[config.mk]
export PLATFORM = sky130hd
export DESIGN_NAME = echo_requester
export DESIGN_NICKNAME = d
export VERILOG_FILES = /design/src/rtl/echo_requester.sv
export SDC_FILE = /design/constraint.sdc
export NUM_CORES = 1
export LEC_CHECK = 0
export CELL_PAD_IN_SITES_DETAIL_PLACEMENT = 0
export CELL_PAD_IN_SITES_GLOBAL_PLACEMENT = 1
export CORE_ASPECT_RATIO = 1.25
export CORE_UTILIZATION = 35
export DETAILED_ROUTE_END_ITERATION = 16
export GPL_TIMING_DRIVEN = 0
export PLACE_DENSITY_LB_ADDON = 0.08
export SLEW_MARGIN = 0
export SYNTH_ARGS = -nofsm -noshare
export SYNTH_HDL_FRONTEND = slang
export SYNTH_SLANG_ARGS = --single-unit
[constraint.sdc]
create_clock -name CLK -period 12.44 [get_ports CLK]
set_input_delay 1.244 -clock CLK [delete_from_list [all_inputs] [get_ports CLK]]
set_output_delay 1.244 -clock CLK [all_outputs]
set_load 0.03 [all_outputs]
[src/rtl/echo_requester.sv]
// Echo say/heard initiator: issues a seeded burst of say requests, checks each
// heard indication in order against a FIFO of expected values, with a watchdog.
module echo_requester #(
    parameter int DEPTH   = 4,
    parameter int COUNT_W = 16,
    parameter int TIMEOUT = 1024
) (
    input  logic               CLK,
    input  logic               RST,
    input  logic               start__ENA,
    input  logic [COUNT_W-1:0] start_count,
    input  logic [31:0]        start_seed,
    output logic               start__RDY,
    output logic               say__ENA,
    output logic [31:0]        say_meth,
    output logic [31:0]        say_v,
    input  logic               say__RDY,
    input  logic               heard__ENA,
    input  logic [31:0]        heard_meth,
    input  logic [31:0]        heard_v,
    output logic               heard__RDY,
    output logic               done,
    output logic [COUNT_W-1:0] err_count,
    output logic               timeout
);

    localparam int AW = $clog2(DEPTH);

    typedef enum logic [1:0] {
        S_IDLE,
        S_RUN,
        S_DRAIN,
        S_DONE
    } state_t;

    state_t             r_state;
    state_t             w_next;
    logic [COUNT_W-1:0] r_n;
    logic [COUNT_W-1:0] r_idx;
    logic [COUNT_W-1:0] r_err;
    logic [31:0]        r_seed;
    logic [63:0]        r_mem [DEPTH];
    logic [AW-1:0]      r_wp;
    logic [AW-1:0]      r_rp;
    logic [AW:0]        r_occ;
    logic               r_timeout;
    logic [31:0]        r_wdog;

    logic w_full;
    logic w_empty;
    logic w_active;
    logic w_start;
    logic w_push;
    logic w_pop;
    logic w_mismatch;
    logic w_expire;

    assign w_full     = (r_occ == (AW+1)'(DEPTH));
    assign w_empty    = (r_occ == '0);
    assign w_active   = (r_state == S_RUN) || (r_state == S_DRAIN);
    assign w_start    = start__ENA && (r_state == S_IDLE);
    assign w_push     = say__ENA && say__RDY;
    assign w_pop      = heard__ENA && heard__RDY;
    assign w_mismatch = (r_mem[r_rp] != {heard_meth, heard_v});
    assign w_expire   = w_active && !w_empty && !w_pop
                        && (r_wdog == 32'(TIMEOUT - 1));

    assign start__RDY = (r_state == S_IDLE);
    assign say__ENA   = (r_state == S_RUN) && (r_idx < r_n) && !w_full;
    assign say_meth   = 32'(r_idx);
    assign say_v      = r_seed + 32'(r_idx);
    assign heard__RDY = !w_empty && w_active;
    assign done       = (r_state == S_DONE);
    assign err_count  = r_err;
    assign timeout    = r_timeout;

    always_comb begin
        w_next = r_state;
        unique case (r_state)
            S_IDLE:  if (start__ENA) w_next = S_RUN;
            S_RUN: begin
                if (w_expire)           w_next = S_DONE;
                else if (r_idx == r_n)  w_next = S_DRAIN;
            end
            S_DRAIN: if (w_expire || w_empty) w_next = S_DONE;
            S_DONE:  w_next = S_IDLE;
            default: w_next = S_IDLE;
        endcase
    end

    always_ff @(posedge CLK or posedge RST) begin
        if (RST) begin
            r_state   <= S_IDLE;
            r_n       <= '0;
            r_seed    <= '0;
            r_idx     <= '0;
            r_err     <= '0;
            r_timeout <= 1'b0;
        end else begin
            r_state <= w_next;
            if (w_start) begin
                r_n       <= start_count;
                r_seed    <= start_seed;
                r_idx     <= '0;
                r_err     <= '0;
                r_timeout <= 1'b0;
            end else begin
                if (w_push) r_idx <= r_idx + 1'b1;
                if (w_pop && w_mismatch && (r_err != '1))
                    r_err <= r_err + 1'b1;
                if (w_expire) r_timeout <= 1'b1;
            end
        end
    end

    // Expiry flushes the FIFO and wins over any same-cycle push or pop.
    always_ff @(posedge CLK or posedge RST) begin
        if (RST) begin
            r_wp   <= '0;
            r_rp   <= '0;
            r_occ  <= '0;
            r_wdog <= '0;
        end else begin
            if (w_expire) begin
                r_wp  <= '0;
                r_rp  <= '0;
                r_occ <= '0;
            end else begin
                if (w_push) r_wp <= r_wp + 1'b1;
                if (w_pop)  r_rp <= r_rp + 1'b1;
                if (w_push && !w_pop)      r_occ <= r_occ + 1'b1;
                else if (w_pop && !w_push) r_occ <= r_occ - 1'b1;
            end
            if (!w_active || w_empty || w_pop || w_expire)
                r_wdog <= '0;
            else
                r_wdog <= r_wdog + 1'b1;
        end
    end

    always_ff @(posedge CLK) begin
        if (w_push) r_mem[r_wp] <= {say_meth, say_v};
    end

endmodule

Yosys cells after proc, flatten, opt, wreduce, memory -nomap -nowiden:

Memory sizes are Yosys's and may differ from the RTL's.
Index checks and enable logic that the tools add are counted.

* reduce and logical (&&, ||, !) cells: 31
* muxes and demuxes: 21
* order comparisons: 1
* $add $sub $neg: 8
* equality and inequality tests: 11

Operators by type and width (count)
* 16-bit two-way mux: 4
* 64-bit inequality test: 1
* 16-bit by 1-bit adder with 16-bit output, second input constant: 2
* 32-bit by 1-bit adder with 32-bit output, second input constant: 1
* 32-bit by 16-bit adder with 32-bit output: 1
* 32-bit by 10-bit == test with 1-bit output, second input constant: 1
* 32-bit two-way mux: 1
* 16-bit == test: 1
* 16-bit less-than comparator: 1
* 2-bit two-way mux: 8
* 16-bit inequality test, second input constant: 1
* 1-bit logical AND: 12
* 2-bit nonzero test: 5
* 3-bit two-way mux: 3
* 2-bit case mux with 4 select lines: 1
* 1-bit logical NOT: 5
* 1-bit logical OR: 5
* 2-bit by 1-bit adder with 2-bit output, second input constant: 2
* 2-bit == test, second input constant: 2
* 1-bit two-way mux: 4
* 3-bit by 1-bit adder with 3-bit output, second input constant: 1
* 3-bit == test, second input constant: 1
* 3-bit logical NOT: 1
* 3-bit by 2-bit inequality test with 1-bit output, second input constant: 1
* 7 further kinds: 7

* register bits after elaboration: 122
* logic and storage cells: 83
* memory bits (writable): 192
* input bits: 117
* output and inout bits: 85
* memories: 1

Memories
* r_mem: words 4, bits a word 48, read ports 1, clocked after memory_dff 0, wr ports 1, line 42 `logic [63:0] r_mem [DEPTH];`

Logic depth before layout (Yosys ltp):

Gate-level depths: netlist of run 1.

* word-level depth: 10
* mapped depth: 14
* depth with buffers taken out: 13

Worst setup path before layout of run 1:

Ideal clock, no wire load.

* path type: flip-flop to output port
* start point: register r_idx[0]
* end point: output port say_v[22]
* data arrival time: 3273 ps
* cell stages (with the launch flop): 12
* path slack: 7923 ps
* data required time: 11196 ps
* buffers on the path: 0
* path through: dfrtp_1 -> ha_1 -> inv_1 -> fa_1 -> nor2b_1 -> o21a_1 -> o21ai_0 -> a211oi_1 -> o21bai_1 -> a31oi_1 -> o21ai_0 -> xnor2_1

* longest elaborated chain between the ends: 1

RTL lines
* from (decl): line 39 `logic [COUNT_W-1:0] r_idx;`
* from (signal assigned): line 108 `if (w_push) r_idx <= r_idx + 1'b1;`
* 32-bit by 16-bit adder with 32-bit output: line 71 `assign say_v = r_seed + 32'(r_idx);`
* to (decl): line 16 `output logic [31:0] say_v,`

No other way between the ends.

Final worst setup path of run 1:

* start point: register r_idx[0]
* end point: output port say_v[18]

Same word-level chain as after synthesis.

==> metrics.md, run 1 <==
| Metric | Value |
|---|---|
| Fin nets | `1610` |
| Setup CP Type | `flop to primary output` |
| Logic pwr share | `0.368` |
| Area after DPL | `17700 µm²` |
| Io pins | `202` |
| Total Wirelength | `42400 µm` |
| Share of the synthesized area in the top cell type | `0.383` |
| Hold-fix buffers, CTS | `0` |
| Design area | `18800 µm²` |
| # rows | `84` |
| Die height | `234 µm` |
| Worst EP arrival | `5110 ps` |
| Worst setup margin | `6080 ps` |
| Worst hold slack | `480 ps` |
| Tcrit/Tclk final | `0.511` |
| Post-Layout Cell Count | `2033` |
| Post-DP HPWL | `30700 µm` |
| Startpoint types | `flop` |
| CTS resizes | `0` |
| Placed insts | `1969` |
| Yosys cell types | `67` |
| Post-Syn Area per Cell | `12.4 µm²` |
| Crit-path max FO | `11` |
| Synthesized area | `15000 µm²` |
| Setup WS pre-CTS | `6490 ps` |
| Clock sink count | `314` |
| Initial antenna violation count | `0` |
| Reg2Reg Setup Slack | `8210 ps` |
| Sequential share of power | `0.373` |
| Die Span X | `187 µm` |
| Clock share of power | `0.259` |
| Worst Skew | `23.4 ps` |
| Synthesis-to-finish area growth | `24.8%` |
| DR DRC count | `0` |
| Worst setup EP type | `primary output` |
| Leading area contributor after synthesis | `edfxtp_1` |
| Clock slew at reported path FFs | `60 ps` |
| Clk buf depth | `3` |
| Post-CTS setup repair buffer count | `0` |
| Setup-failing EPs final | `0` |
| Commonest non-fill, non-tap cell in the layout | `edfxtp_1` |
| Final number of max-transition violations | `0` |
| Least-Margin Pin Slew | `1310 ps` |
| First-pass iteration count of the detailed router | `5` |
| Initial drt markers | `559` |
| Vias | `10193` |
| # H-tree levels | `2` |
| Total Neg Setup Slack | `0 ps` |
| Max Cap Viol | `0` |
| CTS tree | `built` |
| VDD IR max | `0.107 mV` |
| Final min period | `6360 ps` |
| Synth warn | `0` |
| Relative slew slack | `0.123` |
| Core Region | `42300 µm²` |
| Leakage | `7.15 nW` |
| Grt total ovfl | `0` |
| First-pass GRT wire length | `64400 µm` |
| Global Route Usage Sum | `0.197` |
| CTS root buffer | `clkbuf_16` |
| Req. time, crit path | `11200 ps` |
| Synth Flop Type | `edfxtp_1` |
| Fin util | `0.445` |
| Status | `complete, no violations` |
| Synth Register Bits | `314` |
| Commonest cells after routing, fill and taps aside | `192 x edfxtp_1, 184 x clkdlybuf4s50_1, 160 x nand2_1` |
| RSZ-0062 raised after global routing | `false` |
| Drt wl/cell | `20.9 µm` |
| # port buffers | `184` |
| FMAX | `0.157 GHz` |
| Design Power | `3.86 mW` |
| Number of diodes | `0` |
| Routed Antenna Nets | `0` |
| Layout cells sized above 1 | `0.0963` |
| Async S/R FF share, synth | `0.389` |
| Worst Hold Class | `flop to flop` |
| Seq/Total Area, Yosys | `0.586` |
| Vias/cell | `5.01` |
| Num CTS Buffers | `36` |
| Initial core utilization | `0.356` |
| Global placer's final weighted congestion | `0.827` |
| Cell Pwr Density | `206 nW/µm²` |
| Net Sw Power | `1.38 mW` |
| Largest net degree at the start of global routing | `66` |
| Final Hold Viols | `0` |
| Vias in the first global route | `10648` |
| Latest clock arrival within the worst-skew pair | `540 ps` |
| Sw frac | `0.358` |
| Pint | `2.48 mW` |
| Largest cells by area after synthesis | `edfxtp_1 38%, dfrtp_1 20%, mux4_2 5.1%` |
| DIE AREA | `43800 µm²` |
| EDFF count, synth | `192` |
| Syn Inst Count | `1210` |
layout make-up:
| type | instances | area (µm²) |
|---|---|---|
| plain buffers | 62 | 353 |
| inverters | 56 | 215 |
| clock inverters | 8 | 47.5 |
| fillers | 4012 | 23500 |
| repair buffers | 185 | 1870 |
| well taps | 559 | 699 |
| multi-input cells | 793 | 5730 |
| flip-flops and latches | 314 | 8820 |
| clock buffers | 56 | 1050 |
path summary, 6_finish.rpt:
| kind | start | cells past startpoint | to |
|---|---|---|---|
| max in group asynchronous | RST | 3 | err_count[0]$_DFFE_PP0P_ |
| min in group asynchronous | RST | 2 | r_wdog[7]$_DFF_PP0_ |
| hold / removal | r_wdog[0]$_DFF_PP0_ | 1 | r_wdog[0]$_DFF_PP0_ |
| hold reg to reg | r_wdog[0]$_DFF_PP0_ | 1 | r_wdog[0]$_DFF_PP0_ |
| setup / recovery | r_idx[0]$_DFFE_PP0P_ | 12 | say_v[18] |
| setup reg to reg | r_idx[9]$_DFFE_PP0P_ | 10 | r_mem[0][19]$_DFFE_PP_ |
worst max-delay path: stages (launching register included):
cell and delay (ps):
dfrtp_1 660, ha_1 250, inv_1 60, fa_1 410, nor2b_1 130, o21a_1 140, o21ai_0 170, a211oi_1 520
o21bai_1 100, a31oi_1 610, o211ai_1 180, xnor2_1 560, clkdlybuf4s50_1 790
kinds of logic after synthesis:
| logic type | after synthesis | synth area share |
|---|---|---|
| xor gates and xnor gates | 102 | 0.0594 |
| AOI/OAI and AO/OA | 182 | 0.0829 |
| and+or+nand+nor | 378 | 0.120 |
| buffers and inverters | 118 | 0.0374 |
| other | 1 | 0.000249 |
| DFF | 314 | 0.586 |
| adders and majority gates | 45 | 0.0384 |
| muxes | 70 | 0.0753 |
power groups by stage:
stage | combinational, mW | clock [mW] | sequential [mW]
2_1_floorplan | 0.922 | 0 | 1.44
5_1_grt | 1.55 | 1.07 | 1.46
3_3_place_gp | 1.44 | 0 | 1.46
6_report | 1.42 | 1.00 | 1.44
4_1_cts | 1.45 | 1.03 | 1.44
3_5_place_dp | 1.45 | 0 | 1.46
synth_stat cells (9+ instances only):
library cell,instances
dfrtp_1,122
or4_1,13
xor2_1,33
ha_1,43
mux2i_1,30
xnor2_1,69
and2_1,12
mux4_2,34
edfxtp_1,192
a21oi_1,36
and3_1,20
buf_2,9
nand4_1,26
o31ai_1,13
o311ai_0,9
nand3_1,26
o21a_1,9
nor2_1,61
buf_4,20
nand2_1,160
a21oi_2,10
clkbuf_1,25
o21ai_0,40
nor3_1,10
or3_1,13
a21o_1,11
inv_1,56
nor4_1,12
registers in the layout, indices dropped and copies added, names as in the netlist, 2 cells and up:
signal / count
r_state: 2
r_n: 16
r_mem: 192
r_wp: 2
r_occ: 3
r_idx: 16
r_rp: 2
r_seed: 32
r_wdog: 32
err_count: 16
metal layers:
| metal | share of wire | track usage |
|---|---|---|
| met4 | 0.022 | 0.0531 |
| met3 | 0.039 | 0.0295 |
| met1 | 0.43 | 0.247 |
| met5 | 0 | 0 |
| met2 | 0.51 | 0.355 |
No activity file was read; power rests on OpenSTA's default activity.
==> inputs of run 2 (changes only) <==
==> constraint.sdc (replaced) <==
create_clock -name CLK -period 5.21 [get_ports CLK]
set_input_delay 0.521 -clock CLK [delete_from_list [all_inputs] [get_ports CLK]]
set_output_delay 0.521 -clock CLK [all_outputs]
set_load 0.03 [all_outputs]
==> run 2 against run 1 <==
Hold slack got worse by 3.0 ps. Utilization increased by 0.21 points. First-iteration DRC count decreased by 2.0%. Power increased by 140%. Clock-buffer cell count unchanged. Routed wire length increased by 0.12%. Clock skew about the same. Cell area increased by 0.47%. Final cell count unchanged. Global-route usage unchanged. Critical endpoint is now say_v[31]. Highest routed layer unchanged.
==> metrics.md, run 2 (synthesized netlist as in run 1, its figures left out) <==
| Metric | Value |
|---|---|
| Vias | `10212 (was 10193)` |
| Drt wl/cell | `20.9 µm (about the same)` |
| Die Span X | `187 µm (unchanged)` |
| CP Capture Point | `say_v[31] (was say_v[18])` |
| Setup CP Type | `flop to primary output (unchanged)` |
| Initial core utilization | `0.356 (unchanged)` |
| Design Power | `9.25 mW (was 3.86 mW)` |
| Number of diodes | `0 (unchanged)` |
| Startpoint types | `flop (unchanged)` |
| Setup-failing EPs final | `0 (unchanged)` |
| CTS root buffer | `clkbuf_16 (unchanged)` |
| RSZ-0062 raised after global routing | `false (unchanged)` |
| Reg-to-reg critical path startpoint | `r_idx[9]$_DFFE_PP0P_ (unchanged)` |
| Grt total ovfl | `0 (unchanged)` |
| Io pins | `202 (unchanged)` |
| Final number of max-transition violations | `0 (unchanged)` |
| Clock sink count | `314 (unchanged)` |
| Crit-path cells | `ha_1 > a21o_1 > a21oi_1 > nor2b_1 > o32ai_2 > o21a_1 > o21ai_1 > o311ai_1 > xnor2_1 > clkdlybuf4s50_1 (was ha_1 > inv_1 > fa_1 > nor2b_1 > o21a_1 > o21ai_0 > a211oi_1 > o21bai_1 > a31oi_1 > o211ai_1 > xnor2_1 > clkdlybuf4s50_1)` |
| Fill cells | `4008 (was 4012)` |
| Worst EP arrival | `4530 ps (was 5110 ps)` |
| Initial drt markers | `548 (was 559)` |
| First-pass GRT wire length | `64400 µm (about the same)` |
| Worst Skew | `23.5 ps (was 23.4 ps)` |
| Relative slew slack | `0.146 (was 0.123)` |
| Tcrit/Tclk final | `0.970` |
| Core Region | `42300 µm² (unchanged)` |
| # H-tree levels | `2 (unchanged)` |
| Layout cells sized above 1 | `0.104 (was 0.0963)` |
| Stages on the worst setup path | `10 (was 12)` |
| Vias/cell | `5.02 (was 5.01)` |
| Vias in the first global route | `10654 (was 10648)` |
| FMAX | `0.198 GHz` |
| Req. time, crit path | `4690 ps (was 11200 ps)` |
| Fin nets | `1610 (unchanged)` |
| Max FFs per register | `192 (unchanged)` |
| Synthesis-to-finish area growth | `25.4% (was 24.8%)` |
| Footprint of the multi-input gates | `5810 µm² (was 5730 µm²)` |
| Final min period | `5050 ps` |
| Clock slew at reported path FFs | `60 ps (about the same)` |
| Least-Margin Pin Slew | `1280 ps (was 1310 ps)` |
| Worst Hold Class | `input pin to asynchronous set/reset pin (was flop to flop)` |
| Commonest non-fill, non-tap cell in the layout | `edfxtp_1 (unchanged)` |
| Commonest cells after routing, fill and taps aside | `192 x edfxtp_1, 181 x clkdlybuf4s50_1, 160 x nand2_1 (was 192 x edfxtp_1, 184 x clkdlybuf4s50_1, 160 x nand2_1)` |
| Global Route Usage Sum | `0.197 (unchanged)` |
| Latest clock arrival within the worst-skew pair | `540 ps (about the same)` |
| Status | `complete, no violations (unchanged)` |
| Kind of cell adding the most delay to the critical path | `compound AO/OA/AOI/OAI gates (unchanged)` |
| # port buffers | `184 (unchanged)` |
| Final Hold Viols | `0 (unchanged)` |
| First-pass iteration count of the detailed router | `5 (unchanged)` |
| Reg2Reg Setup Slack | `970 ps (was 8210 ps)` |
| # rows | `84 (unchanged)` |
| Crit-path max FO | `12 (was 11)` |
| Post-Layout Cell Count | `2033 (unchanged)` |
| Max Cap Viol | `0 (unchanged)` |
| Post-DP HPWL | `30700 µm (unchanged)` |
| Worst reg2reg endpoint | `r_mem[0][19]$_DFFE_PP_ (unchanged)` |
| Placed insts | `1969 (unchanged)` |
| Critical Path Start | `r_idx[1]$_DFFE_PP0P_ (was r_idx[0]$_DFFE_PP0P_)` |
| Worst setup margin | `156 ps (was 6080 ps)` |
| DIE AREA | `43800 µm² (unchanged)` |
| CTS resizes | `7 (was 0)` |
| Total Neg Setup Slack | `0 ps (unchanged)` |
| DR DRC count | `0 (unchanged)` |
| CTS tree | `built (unchanged)` |
| Crit path largest cell delay | `780 ps (was 790 ps)` |
| Worst hold slack | `477 ps (was 480 ps)` |
| Biggest register | `r_mem (unchanged)` |
| Total Wirelength | `42500 µm (was 42400 µm)` |
| Worst setup EP type | `primary output (unchanged)` |
| Largest net degree at the start of global routing | `66 (unchanged)` |
| Top Registers | `r_mem x192, r_seed x32, r_wdog x32 (unchanged)` |
| Setup WS pre-CTS | `-21.2 ps (was 6490 ps)` |
| Global placer's final weighted congestion | `0.827 (unchanged)` |
| Post-CTS setup repair buffer count | `0 (unchanged)` |
| Die height | `234 µm (unchanged)` |
| Clk buf depth | `3 (unchanged)` |
| Register area | `8820 µm² (about the same)` |
| Num CTS Buffers | `36 (unchanged)` |
| VDD IR max | `0.255 mV (was 0.107 mV)` |
| Routed Antenna Nets | `0 (unchanged)` |
| R2r worst-path depth | `10 (unchanged)` |
| Hold-fix buffers, CTS | `0 (unchanged)` |
| Slowest CP cell | `clkdlybuf4s50_1 (unchanged)` |
| Cell Pwr Density | `490 nW/µm² (was 206 nW/µm²)` |
| Leakage | `7.25 nW (was 7.15 nW)` |
| CP Buf/Inv Count | `1 (was 2)` |
| Initial antenna violation count | `0 (unchanged)` |
run 2: worst min path at each step:
stage | start | endpoint | slack [ps] | cells after the start
finish | RST | r_wdog[7]$_DFF_PP0_ | 480 | 2
CTS | r_seed[12]$_DFFE_PP0P_ | r_seed[12]$_DFFE_PP0P_ | 480 | 2
global placement | r_seed[3]$_DFFE_PP0P_ | r_seed[3]$_DFFE_PP0P_ | 470 | 2
detailed placement | r_seed[12]$_DFFE_PP0P_ | r_seed[12]$_DFFE_PP0P_ | 470 | 2
global route | r_seed[12]$_DFFE_PP0P_ | r_seed[12]$_DFFE_PP0P_ | 500 | 2
floorplan | r_wdog[0]$_DFF_PP0_ | r_wdog[0]$_DFF_PP0_ | 450 | 1
run 2: cell type report:
class | count | share of cell area
multi-input cells | 793 | 0.308
flip-flops and latches | 314 | 0.467
repair buffers | 185 | 0.0994
well taps | 559 | 0.0371
clock inverters | 8 | 0.00252
clock buffers | 56 | 0.0556
inverters | 56 | 0.0114
plain buffers | 62 | 0.0187
run 2: stage by stage:
step / utilization / instance area, µm²
2_1_floorplan: - / 15100
3_3_place_gp: 0.418 / 17600
3_5_place_dp: 0.419 / 17700
4_1_cts: 0.445 / 18800
5_1_grt: 0.447 / 18900
6_report: 0.447 / 18900
run 2: worst register-to-register path, stage by stage (launching register included):
cell       delay (ps)
dfrtp_1           700
ha_1              350
a21o_1            180
a21o_1            170
a21oi_1           160
nor2_1             70
a2111oi_0         470
clkbuf_1          420
and3_1            220
clkbuf_1          340
and2_4            730
run 2: where the power goes:
group | switching, mW | internal (mW)
sequential | 0.236 | 3.21
combinational | 2.07 | 1.34
clock | 1.01 | 1.38
total | 3.31 | 5.94
run 2: layer usage:
layer  global-route usage  share of wire
met2                0.356           0.51
met1                0.246           0.43
met3               0.0298          0.040
met4               0.0531          0.022
met5                    0              0
